==> config.mk <==
export PLATFORM = sky130hd
export DESIGN_NAME = rc5_key_mixer_param_flat
export DESIGN_NICKNAME = d
export VERILOG_FILES = /design/src/rtl/rc5_key_mixer_param_if.sv /design/src/rtl/rc5_key_mixer_param.sv /design/src/flat_wrapper.sv
export SDC_FILE = /design/constraint.sdc
export NUM_CORES = 1
export LEC_CHECK = 0
export ABC_CLOCK_PERIOD_IN_PS = 7900
export BUFFER_PORTS_ARGS = -buffer_cell sky130_fd_sc_hd__buf_2
export CAP_MARGIN = 30
export CORE_MARGIN = 4
export CORE_UTILIZATION = 45
export CTS_BUF_LIST = sky130_fd_sc_hd__clkbuf_16
export CTS_CLUSTER_SIZE = 40
export DETAILED_ROUTE_END_ITERATION = 8
export PLACE_DENSITY = 0.63
export SLEW_MARGIN = 10
export SYNTH_ARGS = -nofsm -noshare
export SYNTH_HDL_FRONTEND = slang
export SYNTH_SLANG_ARGS = --single-unit
export TNS_END_PERCENT = 30
==> constraint.sdc <==
create_clock -name clk -period 7.9 [get_ports clk]
set_input_delay 0 -clock clk [delete_from_list [all_inputs] [get_ports clk]]
set_output_delay 0 -clock clk [all_outputs]
set_load 0.01 [all_outputs]
==> src/rtl/rc5_key_mixer_param_if.sv <==
// rtl/rc5_key_mixer_param_if.sv - start/done handshake plus S and L RAM ports of the RC5 key mixer
interface rc5_key_mixer_param_if #(
    parameter int W = 32,
    parameter int C = 4,
    parameter int T = 26
);
    localparam int CW = (C > 1) ? $clog2(C) : 1;
    localparam int TW = $clog2(T);

    logic          iStart;
    logic          iInitS;
    logic          oBusy;
    logic          oDone;
    logic [TW-1:0] oS_addr;
    logic [W-1:0]  iS_rdata;
    logic [W-1:0]  oS_wdata;
    logic          oS_we;
    logic [CW-1:0] oL_addr;
    logic [W-1:0]  iL_rdata;
    logic [W-1:0]  oL_wdata;
    logic          oL_we;

    modport master (
        output iStart, iInitS, iS_rdata, iL_rdata,
        input  oBusy, oDone, oS_addr, oS_wdata, oS_we, oL_addr, oL_wdata, oL_we
    );

    modport slave (
        input  iStart, iInitS, iS_rdata, iL_rdata,
        output oBusy, oDone, oS_addr, oS_wdata, oS_we, oL_addr, oL_wdata, oL_we
    );
endinterface

==> src/rtl/rc5_key_mixer_param.sv <==
// rtl/rc5_key_mixer_param.sv - parametrised RC5 key schedule: optional P/Q fill of S, then 3*max(T,C) mixing passes
module rc5_key_mixer_param #(
    parameter int W = 32,
    parameter int C = 4,
    parameter int T = 26
) (
    input  logic                  clk,
    input  logic                  rst,
    rc5_key_mixer_param_if.slave  bus
);
    localparam int CW = (C > 1) ? $clog2(C) : 1;
    localparam int TW = $clog2(T);
    localparam int N  = 3 * ((T > C) ? T : C);
    localparam int RW = $clog2(W);
    localparam int NW = $clog2(N);

    localparam logic [63:0] P64 = (W == 16) ? 64'h0000_0000_0000_B7E1 :
                                  (W == 32) ? 64'h0000_0000_B7E1_5163 : 64'hB7E1_5162_8AED_2A6B;
    localparam logic [63:0] Q64 = (W == 16) ? 64'h0000_0000_0000_9E37 :
                                  (W == 32) ? 64'h0000_0000_9E37_79B9 : 64'h9E37_79B9_7F4A_7C15;
    localparam logic [W-1:0] P = P64[W-1:0];
    localparam logic [W-1:0] Q = Q64[W-1:0];

    if (!(W == 16 || W == 32 || W == 64)) begin : badWidth
        $error("rc5_key_mixer_param: W must be 16, 32 or 64");
    end

    typedef enum logic [2:0] {IDLE, INIT, ADDR, WAIT, MIX_S, MIX_L, DONE} state_t;

    state_t        state;
    logic [W-1:0]  a, b, lData;
    logic [TW-1:0] i, k, iNext;
    logic [CW-1:0] j, jNext;
    logic [NW-1:0] cnt;
    logic [W-1:0]  sumAB, aMix, sumL, bMix;

    function automatic logic [W-1:0] rotl(input logic [W-1:0] x, input logic [RW-1:0] r);
        logic [2*W-1:0] d;
        d = {x, x} << r;
        return d[2*W-1:W];
    endfunction

    // aMix is registered leaving WAIT (S data valid then); bMix leaving MIX_S, after A has been updated
    always_comb begin
        sumAB = a + b;
        aMix  = rotl(bus.iS_rdata + sumAB, RW'(3));
        sumL  = lData + sumAB;
        bMix  = rotl(sumL, sumAB[RW-1:0]);
        iNext = (i == TW'(T - 1)) ? '0 : i + 1'b1;
        jNext = (j == CW'(C - 1)) ? '0 : j + 1'b1;
    end

    always_ff @(posedge clk) begin
        if (rst) begin
            state        <= IDLE;
            a            <= '0;
            b            <= '0;
            i            <= '0;
            j            <= '0;
            k            <= '0;
            cnt          <= '0;
            lData        <= '0;
            bus.oBusy    <= 1'b0;
            bus.oDone    <= 1'b0;
            bus.oS_addr  <= '0;
            bus.oS_wdata <= '0;
            bus.oS_we    <= 1'b0;
            bus.oL_addr  <= '0;
            bus.oL_wdata <= '0;
            bus.oL_we    <= 1'b0;
        end else begin
            bus.oS_we <= 1'b0;
            bus.oL_we <= 1'b0;
            bus.oDone <= 1'b0;
            case (state)
                IDLE: begin
                    if (bus.iStart) begin
                        a           <= '0;
                        b           <= '0;
                        i           <= '0;
                        j           <= '0;
                        k           <= '0;
                        cnt         <= '0;
                        bus.oBusy   <= 1'b1;
                        bus.oS_addr <= '0;
                        bus.oL_addr <= '0;
                        if (bus.iInitS) begin
                            state        <= INIT;
                            bus.oS_wdata <= P;
                            bus.oS_we    <= 1'b1;
                        end else begin
                            state <= ADDR;
                        end
                    end
                end
                INIT: begin
                    if (k == TW'(T - 1)) begin
                        state       <= ADDR;
                        bus.oS_addr <= i;
                        bus.oL_addr <= j;
                    end else begin
                        k            <= k + 1'b1;
                        bus.oS_addr  <= k + 1'b1;
                        bus.oS_wdata <= bus.oS_wdata + Q;
                        bus.oS_we    <= 1'b1;
                    end
                end
                ADDR: state <= WAIT;
                WAIT: begin
                    state        <= MIX_S;
                    lData        <= bus.iL_rdata;
                    a            <= aMix;
                    bus.oS_wdata <= aMix;
                    bus.oS_we    <= 1'b1;
                end
                MIX_S: begin
                    state        <= MIX_L;
                    b            <= bMix;
                    bus.oL_wdata <= bMix;
                    bus.oL_we    <= 1'b1;
                end
                MIX_L: begin
                    i           <= iNext;
                    j           <= jNext;
                    bus.oS_addr <= iNext;
                    bus.oL_addr <= jNext;
                    cnt         <= cnt + 1'b1;
                    if (cnt == NW'(N - 1)) begin
                        state     <= DONE;
                        bus.oDone <= 1'b1;
                    end else begin
                        state <= ADDR;
                    end
                end
                DONE: begin
                    state     <= IDLE;
                    bus.oBusy <= 1'b0;
                end
                default: state <= IDLE;
            endcase
        end
    end
endmodule

==> src/flat_wrapper.sv <==
// flat-port wrapper written by rule: the top's interface ports become plain ports
module rc5_key_mixer_param_flat 
#(
    parameter int W = 32,
    parameter int C = 4,
    parameter int T = 26
)
  (clk, rst, bus_iStart, bus_iInitS, bus_iS_rdata, bus_iL_rdata, bus_oBusy, bus_oDone, bus_oS_addr, bus_oS_wdata, bus_oS_we, bus_oL_addr, bus_oL_wdata, bus_oL_we);
  rc5_key_mixer_param_if #(.W(W), .C(C), .T(T)) bus_i ();
  input  logic clk;
  input  logic rst;
  input wire logic [$bits(bus_i.iStart)-1:0] bus_iStart;
  input wire logic [$bits(bus_i.iInitS)-1:0] bus_iInitS;
  input wire logic [$bits(bus_i.iS_rdata)-1:0] bus_iS_rdata;
  input wire logic [$bits(bus_i.iL_rdata)-1:0] bus_iL_rdata;
  output wire logic [$bits(bus_i.oBusy)-1:0] bus_oBusy;
  output wire logic [$bits(bus_i.oDone)-1:0] bus_oDone;
  output wire logic [$bits(bus_i.oS_addr)-1:0] bus_oS_addr;
  output wire logic [$bits(bus_i.oS_wdata)-1:0] bus_oS_wdata;
  output wire logic [$bits(bus_i.oS_we)-1:0] bus_oS_we;
  output wire logic [$bits(bus_i.oL_addr)-1:0] bus_oL_addr;
  output wire logic [$bits(bus_i.oL_wdata)-1:0] bus_oL_wdata;
  output wire logic [$bits(bus_i.oL_we)-1:0] bus_oL_we;
  assign bus_i.iStart = bus_iStart;
  assign bus_i.iInitS = bus_iInitS;
  assign bus_i.iS_rdata = bus_iS_rdata;
  assign bus_i.iL_rdata = bus_iL_rdata;
  assign bus_oBusy = bus_i.oBusy;
  assign bus_oDone = bus_i.oDone;
  assign bus_oS_addr = bus_i.oS_addr;
  assign bus_oS_wdata = bus_i.oS_wdata;
  assign bus_oS_we = bus_i.oS_we;
  assign bus_oL_addr = bus_i.oL_addr;
  assign bus_oL_wdata = bus_i.oL_wdata;
  assign bus_oL_we = bus_i.oL_we;
  rc5_key_mixer_param #(.W(W), .C(C), .T(T)) u_core (.clk(clk), .rst(rst), .bus(bus_i));
endmodule
==> results.cfg, run 1 <==
[worst_setup_path]
crit_chain = ha_1 > fa_1 > a21o_1 > a21o_1 > a2111oi_0 > nor4_1 > o21ai_0 > a211oi_1 > a21oi_1 > inv_1 > a21oi_1 > xnor2_1 > ha_1 > nand2_1 > o21ai_0 > a31oi_1 > o21ai_1 > mux2i_1 > o311ai_1 > o221ai_1 > o31ai_1 > o21ai_0 > a221oi_1
crit_path_start_kind = flip-flop
worstSetupPathType = flip-flop to flip-flop
critical_path.most_common_cell = o21ai_0
end_kind = flip-flop
crit_required_ns = 8.21
worst_ep_arrival_time_ns = 7.46
critPathMaxFanout = 7
max_stage_delay_ns = 0.77
slowest_stage = a2111oi_0

[power]
netSwitchingPower_mw = 0.882
ir_worst_vdd_mv = 0.162
seqPwrFrac_pct = 41.6
p_clk_share_pct = 37.1
leakage_nw = 7.28
comb_power_share_pct = 21.3
p_int_mw = 1.64
swShare_pct = 34.9
powerDensity_nw_per_um2 = 143

[yosys]
async_flop_share_pct = 0
synthFlopType = dfxtp_1
yosysWarnings = 0
synth.net_count = 2262
synth.most_common_cell = nand2_1
synthCells = 2090
syn_area_sq_um = 15600
synth_top_area_share_pct = 24.7
synthTopCellsByArea = dfxtp_1 25%, ha_1 8.1%, a21oi_1 7.2%
synth.yosys.seq_area_share_pct = 24.7
yosys.area.top_type = dfxtp_1
synthTopCellsByCount = 255 x nand2_1, 225 x a21oi_1, 194 x nor2_1
synth.distinct_cells = 93
synth.avg_cell_area_sq_um = 7.48
synth-seq-cells = 193
synth_edf_count = 0

[clocking]
numCtsBuffers = 17
post_cts_resized = 0
cts_root_buf = clkbuf_16
clock_latency_ns = 0.47
cts_tree = yes
ctsHoldBuffers = 36
cts_max_path_buffers = 2
post_cts_buffers = 0
cts_sinks = 193
clk_pin_slew_worst_paths_ns = 0.09
htreeDepth = 4

[global_routing]
antenna_found_initial = 1
grt.overflow.total = 0
grt_pass1_vias = 15600
grt_pass1_wl_microns = 89400
gr-usage-all-layers_pct = 29.5
grt_max_degree = 65

[route]
vias = 16800
finalWirelength_microns = 57700
via_per_inst = 6.29
wl_per_cell_microns = 21.7
first_pass_iters = 8
drc = 0
drt_iter0_drc = 1606
ant_nets = 0

[floorplanning]
core_area_sq_um = 34400
die_x_microns = 194
die_area_sq_um = 37800
start_util_pct = 45.5
rows = 68
io_pins = 143
fp.dieH_microns = 194

[placed_design]
port_buffers = 142
dp_hpwl_microns = 44600
globalplace.congestion = 0.983
dp_cells = 2596

[cells_and_area]
area_growth_pct = 13.0
drive_above_1_share_pct = 11.7
n_antenna_cell = 0
fillCellCount = 3427
fin_nets = 2368
fin_cells = 2664

[timing]
period_minus_slack_ns = 7.14
fin_worst_skew_ns = 0.0200
tightest_slew_ns = 1.05
rsz0062_at_grt = false
finalSetupViolCount = 0
period_share_pct = 90.4
slew_violations = 0
fmax_mhz = 140
slew-limit-headroom_pct = 29.2
tns_ns = 0
final_hold_viol_count = 0

[outcome]
status = finished, final reports clean

[hold_path]
hold_class = input port to flip-flop

[job]
max_cap_violations = 0
sequential cells by signal, summed over array words and instances, names as in the netlist:
register,count
u_core.bus.oS_we,1
u_core.bus.oS_addr,5
u_core.cnt,7
u_core.state,3
u_core.bus.oS_wdata,32
u_core.i,5
u_core.bus.oL_wdata,32
u_core.bus.oBusy,1
u_core.bus.oL_we,1
u_core.j,2
u_core.bus.oDone,1
u_core.b,32
u_core.bus.oL_addr,2
u_core.lData,32
u_core.a,32
u_core.k,5
power groups by stage:
stage / clock [mW] / sequential [mW] / combinational [mW]
3_5_place_dp: 0 / 1.07 / 0.513
5_1_grt: 0.989 / 1.06 / 0.589
4_1_cts: 0.950 / 1.05 / 0.531
3_3_place_gp: 0 / 1.07 / 0.507
6_report: 0.938 / 1.05 / 0.537
2_1_floorplan: 0 / 1.07 / 0.347
layout by cell type (no fill, tap or decap), drive strengths merged, types with 43 or more instances in the layout:
| cell type | count |
|---|---|
| a21o | 44 |
| a211oi | 43 |
| nor3 | 56 |
| a21oi | 226 |
| inv | 71 |
| nor2 | 194 |
| buf | 167 |
| xnor2 | 55 |
| o21ai | 121 |
| ha | 101 |
| nand3 | 74 |
| nand2 | 255 |
| dfxtp | 193 |
final timing paths:
check | startpoint | to | slack, ns | cells past startpoint
hold / removal | bus_iS_rdata[31] | u_core.a[2] | 0.07 | 4
setup / recovery | u_core.b[0] | u_core.bus.oL_wdata[13] | 0.76 | 23
hold reg to reg | u_core.a[12] | u_core.a[12] | 0.46 | 2
setup reg to reg | u_core.b[0] | u_core.bus.oL_wdata[13] | 0.76 | 23
critical path: cells and delay by family (launching register included):
| family | cells | cell delay (ns) |
|---|---|---|
| AO/OA/AOI/OAI | 15 | 4.71 |
| XOR/XNOR | 1 | 0.15 |
| adder cells (fa/ha/maj) | 3 | 1.12 |
| buffers and inverters | 1 | 0.07 |
| flip-flops | 1 | 0.32 |
| multiplexers | 1 | 0.26 |
| AND/OR/NAND/NOR | 2 | 0.35 |
per-stage QoR:
stage	instance area, sq um	worst slack (ns)	hold slack, ns	util [%]	power [mW]
2_1_floorplan	15600	2.43	0.136	-	1.42
3_3_place_gp	16700	1.15	0.240	48.5	1.58
3_5_place_dp	16700	1.02	0.246	48.6	1.59
4_1_cts	17700	0.927	0.0615	51.4	2.53
5_1_grt	17700	0.249	0.0865	51.4	2.64
6_report	17700	0.755	0.0719	51.4	2.53
cell families (layout without fill, tap and decap cells):
family	after synthesis	after routing	synth area share, %
adders and majority gates	104	104	8.46
and+or+nand+nor	735	735	21.5
buffers and inverters	176	295	4.34
xor gates and xnor gates	78	78	4.56
DFF	193	193	24.7
AOI/OAI and AO/OA	755	755	32.3
muxes	49	49	4.10
per-layer routing:
layer	vias to the layer above	track usage [%]	wire, microns
met5	-	0	29
met4	4	11.0	2180
met2	706	43.8	24300
met1	7934	41.6	26000
met3	114	6.97	5220
li1	8010	-	-
final cells by class:
| type | count | area (sq um) | share of cell area, % |
|---|---|---|---|
| multi-input cells | 1721 | 11100 | 63.0 |
| clock inverters | 15 | 186 | 1.06 |
| repair buffers | 203 | 1270 | 7.18 |
| flip-flops and latches | 193 | 3860 | 21.9 |
| clock buffers | 17 | 425 | 2.41 |
| well taps | 455 | 569 | 3.22 |
| inverters | 60 | 225 | 1.27 |
Note: power is estimated with default switching activity, not from simulation.
==> inputs of run 2 (changes only) <==
- CTS_BUF_LIST: sky130_fd_sc_hd__clkbuf_16 -> not set
- RECOVER_POWER: not set -> 50
==> results.cfg, run 2 (synthesis gave the netlist of run 1 again) <==
[floorplanning]
rows = 68
core_area_sq_um = 34400
die_area_sq_um = 37800
fp.dieH_microns = 194
start_util_pct = 45.5
die_x_microns = 194
io_pins = 143

[outcome]
status = complete, but fails checks
failed_checks = max-capacitance violations, max-slew violations

[timing]
period_share_pct = 90.2
setup_slack_ns = 0.778
slew_violations = 64
rsz0062_at_grt = false
period_minus_slack_ns = 7.12
tightest_slew_ns = 3.25
final_hold_viol_count = 0
fin_worst_skew_ns = 0.0209
tns_ns = 0
finalSetupViolCount = 0
fmax_mhz = 140
slew-limit-headroom_pct = -117

[power]
swShare_pct = 35.0
leakage_nw = 6.96
netSwitchingPower_mw = 0.881
p_int_mw = 1.64
seqPwrFrac_pct = 41.8
ir_worst_vdd_mv = 0.162
p_clk_share_pct = 37.1
comb_power_share_pct = 21.1
powerDensity_nw_per_um2 = 143

[cells_and_area]
drive_above_1_share_pct = 8.19
fin_cells = 2664
fillCellCount = 3477
seqCellArea_sq_um = 3860
fin_area_sq_um = 17600
fin_nets = 2368
n_antenna_cell = 0
area_growth_pct = 12.3
final_cell_mix = 255 x nand2_1, 224 x a21oi_1, 193 x nor2_1, 193 x dfxtp_1, 112 x o21ai_0
multi_input_area_sq_um = 11100
layout_commonest_cell = nand2_1

[global_routing]
grt_pass1_vias = 15600
grt_max_degree = 65
gr-usage-all-layers_pct = 29.5
grt.overflow.total = 0
grt_pass1_wl_microns = 89400
antenna_found_initial = 1

[route]
first_pass_iters = 6
drc = 0
via_per_inst = 6.32
wl_per_cell_microns = 21.7
finalWirelength_microns = 57800
drt_iter0_drc = 1572
vias = 16800
ant_nets = 0

[hold_path]
worstHoldPathCells = 4
hold_class = input port to flip-flop
hp-start = bus_iS_rdata[31]
hold_end = u_core.a[2]

[worst_setup_path]
reg2regPathDepth = 23
r2r-start = u_core.b[0]
worstSetupPathType = flip-flop to flip-flop
worst_ep_arrival_time_ns = 7.44
rrSetupSlack_ns = 0.78
end_kind = flip-flop
crit_path_start_kind = flip-flop
crit_required_ns = 8.22
startpoint = u_core.b[0]
critPathMaxFanout = 7
r2r-end = u_core.bus.oL_wdata[13]

[clocking]
clk_pin_slew_worst_paths_ns = 0.09
post_cts_buffers = 0
numCtsBuffers = 17
post_cts_resized = 0
cts_tree = yes
clock_latency_ns = 0.47
cts_max_path_buffers = 2
ctsHoldBuffers = 36
cts_root_buf = clkbuf_16
htreeDepth = 4
cts_sinks = 193

[placed_design]
globalplace.congestion = 0.983
place_area_sq_um = 16700
dp_hpwl_microns = 44600
dp_cells = 2596
port_buffers = 142
post-place-ws_ns = 1.02

[job]
max_cap_violations = 1
## run 2: cell types whose count changed in the layout (fill, tap and decap cells not counted), sizes merged
cell	delta
buf	-78
clkbuf	+78
## run 2: critical path, cell delays in order (launching register included)
cell and delay (ns):
dfxtp_1 0.32, ha_1 0.23, fa_1 0.43, a21o_1 0.19, a21o_1 0.21, a2111oi_0 0.77
nor4_1 0.22, o21ai_0 0.21, a211oi_1 0.16, a21oi_1 0.26, inv_1 0.07, a21oi_1 0.19
xnor2_1 0.15, ha_1 0.44, nand2_1 0.13, o21ai_0 0.67, a31oi_1 0.21, o21ai_1 0.51
mux2i_1 0.27, o311ai_1 0.20, o221ai_1 0.22, o31ai_1 0.15, o21ai_0 0.56, a221oi_1 0.20
## run 2: area by class of cell
class,count,share of cell area (%)
multi-input combinational,1721,63.4
clock buffer,17,2.42
timing repair buffer,203,6.62
inverter,60,1.28
tap,455,3.24
clock inverter,15,1.06
sequential,193,22.0
## run 2: layer usage
| metal | vias up | share of wire, % | global-route usage [%] |
|---|---|---|---|
| met2 | 724 | 42 | 43.8 |
| met4 | 4 | 3.6 | 11.0 |
| met3 | 113 | 9.1 | 6.97 |
| met5 | - | 0.050 | 0 |
| li1 | 8019 | - | - |
| met1 | 7965 | 45 | 41.6 |
## run 2: metrics by stage
stage / hold slack (ns) / util [%] / power [mW]
5_1_grt: 0.0865 / 51.1 / 2.63
2_1_floorplan: 0.136 / - / 1.42
3_5_place_dp: 0.246 / 48.6 / 1.59
6_report: 0.0724 / 51.1 / 2.52
4_1_cts: 0.0615 / 51.4 / 2.53
3_3_place_gp: 0.240 / 48.5 / 1.58
## run 2: how the worst max path moves through the flow
stage / slack [ns] / cells after the start / end
finish: 0.78 / 23 / u_core.bus.oL_wdata[13]
global route: 0.25 / 23 / u_core.bus.oL_wdata[13]
CTS: 0.93 / 23 / u_core.bus.oL_wdata[13]
detailed placement: 1.02 / 23 / u_core.bus.oL_wdata[13]
global placement: 1.15 / 23 / u_core.bus.oL_wdata[13]
floorplan: 2.43 / 24 / u_core.bus.oL_wdata[18]
## run 2: power by group through the flow
stage / registers, mW / logic (mW) / clock network [mW]
final: 1.05 / 0.532 / 0.936
after global routing: 1.06 / 0.584 / 0.989
after CTS: 1.05 / 0.531 / 0.950
after detailed placement: 1.07 / 0.513 / 0
after global placement: 1.07 / 0.507 / 0
after floorplan: 1.07 / 0.347 / 0
